## config.mk

```make
export PLATFORM = sky130hd
export DESIGN_NAME = wb_regfile_flat
export DESIGN_NICKNAME = d
export VERILOG_FILES = /design/src/rtl/wb_regfile_pkg.sv /design/src/rtl/wb_regfile_if.sv /design/src/rtl/wb_regfile_hilo_reg.sv /design/src/rtl/wb_regfile.sv /design/src/flat_wrapper.sv
export SDC_FILE = /design/constraint.sdc
export NUM_CORES = 2
export LEC_CHECK = 0
export CAP_MARGIN = 20
export CELL_PAD_IN_SITES_DETAIL_PLACEMENT = 0
export CELL_PAD_IN_SITES_GLOBAL_PLACEMENT = 2
export CORE_MARGIN = 4
export CORE_UTILIZATION = 44
export CTS_CLUSTER_SIZE = 25
export DETAILED_ROUTE_END_ITERATION = 10
export PLACE_DENSITY = 0.78
export SYNTH_ARGS = -nofsm -noshare
export SYNTH_HDL_FRONTEND = slang
export SYNTH_HIERARCHICAL = 1
export SYNTH_SLANG_ARGS = --single-unit
```

## constraint.sdc

```tcl
create_clock -name clk -period 41.7 [get_ports clk]
set_input_delay 8.34 -clock clk [delete_from_list [all_inputs] [get_ports clk]]
set_output_delay 8.34 -clock clk [all_outputs]
set_load 0.1 [all_outputs]
```

## src/rtl/wb_regfile_pkg.sv

```systemverilog
// Shared constants, payload types and helpers for the write-back register file.
// Build option: define WB_BYPASS_EN for same-cycle read-during-write forwarding.
package wb_regfile_pkg;

  localparam int unsigned REG_NUM   = 32;
  localparam int unsigned REG_AW    = 5;
  localparam int unsigned DATA_W    = 32;
  localparam int unsigned CNT_W_DEF = 32;

  localparam logic [DATA_W-1:0] ZERO_WORD    = '0;
  localparam logic [REG_AW-1:0] NOP_REG_ADDR = '0;

`ifdef WB_BYPASS_EN
  localparam bit BYPASS_EN = 1'b1;
`else
  localparam bit BYPASS_EN = 1'b0;
`endif

  typedef struct packed {
    logic [DATA_W-1:0] hi;
    logic [DATA_W-1:0] lo;
  } hilo_t;

  // A GPR write only commits when it targets a register other than $0.
  function automatic logic gpr_commit(input logic we, input logic [REG_AW-1:0] waddr);
    return we && (waddr != NOP_REG_ADDR);
  endfunction

endpackage

```

## src/rtl/wb_regfile_if.sv

```systemverilog
// MEM/WB write port, ID read ports, EX HI/LO read port and retire count of wb_regfile.
interface wb_regfile_if #(
  parameter int unsigned CNT_W = wb_regfile_pkg::CNT_W_DEF
) ();

  logic                                 we;
  logic [wb_regfile_pkg::REG_AW-1:0]    waddr;
  logic [wb_regfile_pkg::DATA_W-1:0]    wdata;
  logic                                 whilo;
  logic [wb_regfile_pkg::DATA_W-1:0]    hi_i;
  logic [wb_regfile_pkg::DATA_W-1:0]    lo_i;
  logic                                 re1;
  logic [wb_regfile_pkg::REG_AW-1:0]    raddr1;
  logic [wb_regfile_pkg::DATA_W-1:0]    rdata1;
  logic                                 re2;
  logic [wb_regfile_pkg::REG_AW-1:0]    raddr2;
  logic [wb_regfile_pkg::DATA_W-1:0]    rdata2;
  logic [wb_regfile_pkg::DATA_W-1:0]    hi_o;
  logic [wb_regfile_pkg::DATA_W-1:0]    lo_o;
  logic [CNT_W-1:0]                     retire_cnt;

  modport master (
    output we, waddr, wdata, whilo, hi_i, lo_i, re1, raddr1, re2, raddr2,
    input  rdata1, rdata2, hi_o, lo_o, retire_cnt
  );

  modport slave (
    input  we, waddr, wdata, whilo, hi_i, lo_i, re1, raddr1, re2, raddr2,
    output rdata1, rdata2, hi_o, lo_o, retire_cnt
  );

endinterface

```

## src/rtl/wb_regfile_hilo_reg.sv

```systemverilog
// HI/LO register pair; both halves always written together.
// With WB_BYPASS_EN the incoming pair is forwarded to the read port in the write cycle.
module wb_regfile_hilo_reg
  import wb_regfile_pkg::*;
(
  input  logic  clk,
  input  logic  rst,
  input  logic  whilo,
  input  hilo_t wr,
  output hilo_t rd
);

  hilo_t q;

  always_ff @(posedge clk or posedge rst) begin
    if (rst) begin
      q <= '0;
    end else if (whilo) begin
      q <= wr;
    end
  end

  // Read port is forced to zero while reset is held.
  always_comb begin
    rd = '0;
    if (!rst) begin
      rd = (BYPASS_EN && whilo) ? wr : q;
    end
  end

endmodule

```

## src/rtl/wb_regfile.sv

```systemverilog
// Write-back sink: 32x32 GPR file with two read ports, HI/LO pair and retire counter.
// Build option: WB_BYPASS_EN forwards same-cycle writes to the read ports.
module wb_regfile
  import wb_regfile_pkg::*;
#(
  parameter int unsigned CNT_W = CNT_W_DEF
) (
  input logic         clk,
  input logic         rst,
  wb_regfile_if.slave bus
);

  logic [DATA_W-1:0] gpr [REG_NUM];
  logic [CNT_W-1:0]  cnt_q;
  logic              wr_commit;
  hilo_t             hilo_wr;
  hilo_t             hilo_rd;

  assign wr_commit = gpr_commit(bus.we, bus.waddr);

  // $0 is never written, so it holds its reset value of zero forever.
  always_ff @(posedge clk or posedge rst) begin
    if (rst) begin
      for (int i = 0; i < REG_NUM; i++) begin
        gpr[i] <= ZERO_WORD;
      end
    end else if (wr_commit) begin
      gpr[bus.waddr] <= bus.wdata;
    end
  end

  // One increment per cycle even when a GPR and HI/LO write coincide.
  always_ff @(posedge clk or posedge rst) begin
    if (rst) begin
      cnt_q <= '0;
    end else if (wr_commit || bus.whilo) begin
      cnt_q <= cnt_q + CNT_W'(1);
    end
  end

  always_comb begin
    bus.rdata1 = ZERO_WORD;
    if (!rst && bus.re1 && (bus.raddr1 != NOP_REG_ADDR)) begin
      if (BYPASS_EN && wr_commit && (bus.waddr == bus.raddr1)) begin
        bus.rdata1 = bus.wdata;
      end else begin
        bus.rdata1 = gpr[bus.raddr1];
      end
    end
  end

  always_comb begin
    bus.rdata2 = ZERO_WORD;
    if (!rst && bus.re2 && (bus.raddr2 != NOP_REG_ADDR)) begin
      if (BYPASS_EN && wr_commit && (bus.waddr == bus.raddr2)) begin
        bus.rdata2 = bus.wdata;
      end else begin
        bus.rdata2 = gpr[bus.raddr2];
      end
    end
  end

  assign hilo_wr = '{hi: bus.hi_i, lo: bus.lo_i};

  wb_regfile_hilo_reg u_hilo (
    .clk   (clk),
    .rst   (rst),
    .whilo (bus.whilo),
    .wr    (hilo_wr),
    .rd    (hilo_rd)
  );

  assign bus.hi_o       = hilo_rd.hi;
  assign bus.lo_o       = hilo_rd.lo;
  assign bus.retire_cnt = cnt_q;

endmodule

```

## src/flat_wrapper.sv

```systemverilog
// flat-port wrapper written by rule: the top's interface ports become plain ports
module wb_regfile_flat import wb_regfile_pkg::*;
#(
  parameter int unsigned CNT_W = CNT_W_DEF
)
  (clk, rst, bus_we, bus_waddr, bus_wdata, bus_whilo, bus_hi_i, bus_lo_i, bus_re1, bus_raddr1, bus_re2, bus_raddr2, bus_rdata1, bus_rdata2, bus_hi_o, bus_lo_o, bus_retire_cnt);
  wb_regfile_if #(.CNT_W(CNT_W)) bus_i ();
  input logic clk;
  input logic rst;
  input wire logic [$bits(bus_i.we)-1:0] bus_we;
  input wire logic [$bits(bus_i.waddr)-1:0] bus_waddr;
  input wire logic [$bits(bus_i.wdata)-1:0] bus_wdata;
  input wire logic [$bits(bus_i.whilo)-1:0] bus_whilo;
  input wire logic [$bits(bus_i.hi_i)-1:0] bus_hi_i;
  input wire logic [$bits(bus_i.lo_i)-1:0] bus_lo_i;
  input wire logic [$bits(bus_i.re1)-1:0] bus_re1;
  input wire logic [$bits(bus_i.raddr1)-1:0] bus_raddr1;
  input wire logic [$bits(bus_i.re2)-1:0] bus_re2;
  input wire logic [$bits(bus_i.raddr2)-1:0] bus_raddr2;
  output wire logic [$bits(bus_i.rdata1)-1:0] bus_rdata1;
  output wire logic [$bits(bus_i.rdata2)-1:0] bus_rdata2;
  output wire logic [$bits(bus_i.hi_o)-1:0] bus_hi_o;
  output wire logic [$bits(bus_i.lo_o)-1:0] bus_lo_o;
  output wire logic [$bits(bus_i.retire_cnt)-1:0] bus_retire_cnt;
  assign bus_i.we = bus_we;
  assign bus_i.waddr = bus_waddr;
  assign bus_i.wdata = bus_wdata;
  assign bus_i.whilo = bus_whilo;
  assign bus_i.hi_i = bus_hi_i;
  assign bus_i.lo_i = bus_lo_i;
  assign bus_i.re1 = bus_re1;
  assign bus_i.raddr1 = bus_raddr1;
  assign bus_i.re2 = bus_re2;
  assign bus_i.raddr2 = bus_raddr2;
  assign bus_rdata1 = bus_i.rdata1;
  assign bus_rdata2 = bus_i.rdata2;
  assign bus_hi_o = bus_i.hi_o;
  assign bus_lo_o = bus_i.lo_o;
  assign bus_retire_cnt = bus_i.retire_cnt;
  wb_regfile #(.CNT_W(CNT_W)) u_core (.clk(clk), .rst(rst), .bus(bus_i));
endmodule
```

==> key figures <==
Power
  – Combinational Power Share: 0.204
  – Total net switching power: 0.939 mW
  – Sw Share: 0.287
  – Leak pwr: 30.1 nW
  – Internal power: ~2.3 mW
  – Cell Pwr Density: 48.3 nW/um^2
  – Peak VDD IR: 0.0000410 V
  – Clock power share: 0.361
  – Seq pwr share: 0.436

Synthesis
  – Primary FF master, synth: dfrtp_1
  – Ys async rst share: 1.00
  – Dominant cell by count in the synthesized netlist: dfrtp_1
  – Post-synthesis xor/xnor area fraction: 0.00456
  – Synth Instances: 4,335
  – Mux cell area share after synthesis: 0.399
  – Top post-synthesis cells by area: dfrtp_1 47%, mux2_2 19%, mux4_2 9.7%, mux2i_1 8.6%, a22oi_1 3.2%
  – Compound-Gate Fraction of Synth Area: 0.0387
  – Syn Nets: 4,453
  – Yosys top cell by area: dfrtp_1
  – Post-synthesis register bit count: 1,120
  – Mapped Area: 59,500 um^2
  – Warning count from the yosys run: 6
  – Simple-gate share of the synthesized area: 0.0458
  – Commonest cells in the netlist: 1,120 x dfrtp_1, 1,011 x mux2_2, 512 x mux2i_1, 256 x mux4_2, 255 x a22oi_1
  – Largest family of logic cells by synthesized area: multiplexers
  – Unique masters post-synth: 49
  – Adder-cell share of the synthesized area: 0.000210
  – Syn avg cell area: 13.7 um^2
  – Register area share after synthesis: 0.471
  – Top-area cell type share of the netlist area: 0.471
  – EDFF count, synth: 0

Setup path
  – Critical R2R Launch: u_core/bus.retire_cnt[0]
  – CP Max Fanout: 45
  – WP data required: between 30,000 and 40,000 ps
  – Startpoint type of the worst setup path: input pin
  – Kind of critical path: input pin to output port
  – CP startpoint: bus_raddr2[1]
  – Crit path capture type: output port
  – Worst EP arrival: 13,310 ps

Global routing
  – Initial antenna violation count: 6
  – Vias in the first global route: 39,900
  – GRT Total Usage: 0.268
  – First-pass GRT wire length: 279,000 um
  – Total grt overflow: 0
  – Largest net degree at the start of global routing: 170

Routing
  – DR vias: approximately 39,000
  – Post-DR wirelength/cell: between 30 and 40 um
  – Antenna-violating nets left: 0
  – DR iter-0 viols: ~3,100
  – Final wirelength: approximately 190,000 um
  – DRT Pass-1 Iters: 8
  – Vias/cell: 6.19
  – DR DRC count: 0

Floorplan
  – Ports: 277
  – Die Height: 376 um
  – Die W: 376 um
  – Row Count: 134
  – Die area: 141,000 um^2
  – Starting density of the core: 0.444
  – Core area: 134,000 um^2

Clock tree
  – Clock buffer depth: 3
  – Sink Count: 1,120
  – Root Driver: clkbuf_16
  – Skew-Pair Late Insertion Delay: 770 ps
  – CTS tree: built
  – Clock-pin slew on the worst setup and hold paths: ~60 ps
  – CTS Buf Count: 134
  – H-tree Lvls: 4
  – # Post-CTS Setup Buffers: 0
  – Post-cts sizing count: 0
  – CTS Hold Bufs: 0

Outcome
  – Status: completed

STA
  – Final WS setup: ~20,000 ps
  – Final Slew Violations: 0
  – WHS: 391 ps
  – Setup TNS: 0 ps
  – Tcrit/Tclk final: 0.519
  – Setup-failing EPs final: 0
  – Slew @ Worst Pin: 1170 ps
  – Peak Freq: 0.0462 GHz
  – Clock skew: 8.45 ps
  – Unrepaired setup endpoints after global routing: no
  – Min cycle time layout: 21,650 ps
  – Fin. Hold Viols: 0
  – Max-slew headroom: 0.212

Hold path
  – Hold WC Path Type: register to register
  – Hold Startpoint: u_core/gpr[998]

Run
  – # Max-Cap Violations: 0

Place
  – Pre-CTS setup slack: 20,020 ps
  – Port bufs: 276
  – Hpwl dp: 98,800 um
  – Final Wtd Congestion: roughly 0.76

Cells and area
  – Layout Nets: around 4,500
  – Area delta synth->final: 13.7%
  – Layout Utilization: 0.505
  – Share of layout cells above drive strength 1: 0.375
==> layout by cell type, fill, tap and decap left out, types with 5 or more instances in the layout <==
| cell | n |
|---|---|
| clkbuf_1 | 36 |
| inv_6 | 6 |
| nand4_1 | 81 |
| dfrtp_1 | 1120 |
| clkinv_2 | 16 |
| nand2_1 | 141 |
| and3_1 | 7 |
| mux4_2 | 256 |
| a21oi_1 | 68 |
| a22oi_1 | 255 |
| buf_16 | 8 |
| nand2_4 | 10 |
| nor3b_2 | 5 |
| nor2_4 | 16 |
| clkbuf_16 | 141 |
| clkbuf_8 | 24 |
| clkdlybuf4s50_1 | 268 |
| nand3_1 | 137 |
| nand2_2 | 5 |
| mux2i_1 | 512 |
| buf_4 | 81 |
| xnor2_1 | 26 |
| mux2_1 | 50 |
| mux2_4 | 60 |
| bufinv_16 | 9 |
| xor2_1 | 5 |
| nor2b_1 | 65 |
| mux2_2 | 1011 |
==> layout make-up <==
cell class / count / area (um^2)
Fill cell: 11600 / 66300
Inverter: 5 / 26.3
Tap cell: 1768 / 2210
Sequential cell: 1120 / 28000
Timing Repair Buffer: 369 / 3710
Multi-Input combinational cell: 2756 / 29300
Clock buffer: 197 / 3920
Clock inverter: 35 / 464
Antenna cell: 3 / 7.51
==> layer usage <==
metal | global-route usage | part of all wire | vias to the layer above
met5 | 0 | 0 | -
met4 | 0.0833 | 0.030 | 0
met3 | 0.0487 | 0.060 | 314
met2 | 0.425 | 0.47 | 1284
met1 | 0.375 | 0.44 | 20700
li1 | - | - | 16400
==> registers in the layout (all words and copies together), names as in the netlist <==
signal and flops:
u_core/gpr 1024, u_core/u_hilo/q 64, u_core/bus.retire_cnt 32
==> power by group through the flow <==
stage	clock network, mW	logic (mW)	registers (mW)
after floorplan	0	0.516	1.43
after global placement	0	0.655	1.43
after detailed placement	0	0.664	1.44
after CTS	1.21	0.666	1.42
after global routing	1.25	0.717	1.45
final	1.18	0.666	1.43
==> final timing paths <==
kind                                            end  slack (ps)  cells past startpoint
setup / recovery                     bus_rdata2[16]       20050                      9
hold / removal                      u_core/gpr[998]         390                      0
setup reg to reg           u_core/bus.retire_cnt[8]       40010                      6
hold reg to reg                     u_core/gpr[998]         390                      0
max in group asynchronous           u_core/gpr[997]       30210                      6
min in group asynchronous           u_core/gpr[790]        8250                      3
==> cells by family after synthesis <==
group | Yosys count
and+or+nand+nor | 506
muxes | 1889
AOI/OAI and AO/OA | 329
buffers and inverters | 459
xor gates and xnor gates | 31
DFF | 1120
adders and majority gates | 1
==> stage by stage <==
| step | area [um^2] | cells | power (mW) |
|---|---|---|---|
| finish | 67700 | 6253 | 3.27 |
| global route | 67700 | 6252 | 3.42 |
| CTS | 67400 | 6239 | 3.30 |
| detailed placement | 63000 | 6007 | 2.10 |
| global placement | 63000 | 6006 | 2.09 |
| floorplan | 59500 | 4335 | 1.94 |
==> critical path, cell delays in order <==
cell             delay (ps)
buf_8                   340
buf_4                   750
buf_4                   820
buf_4                   750
mux4_2                  590
mux2_2                  270
nand2_1                  70
nand4_1                 170
clkdlybuf4s50_1        1020
(Power assumes the default switching activity.)
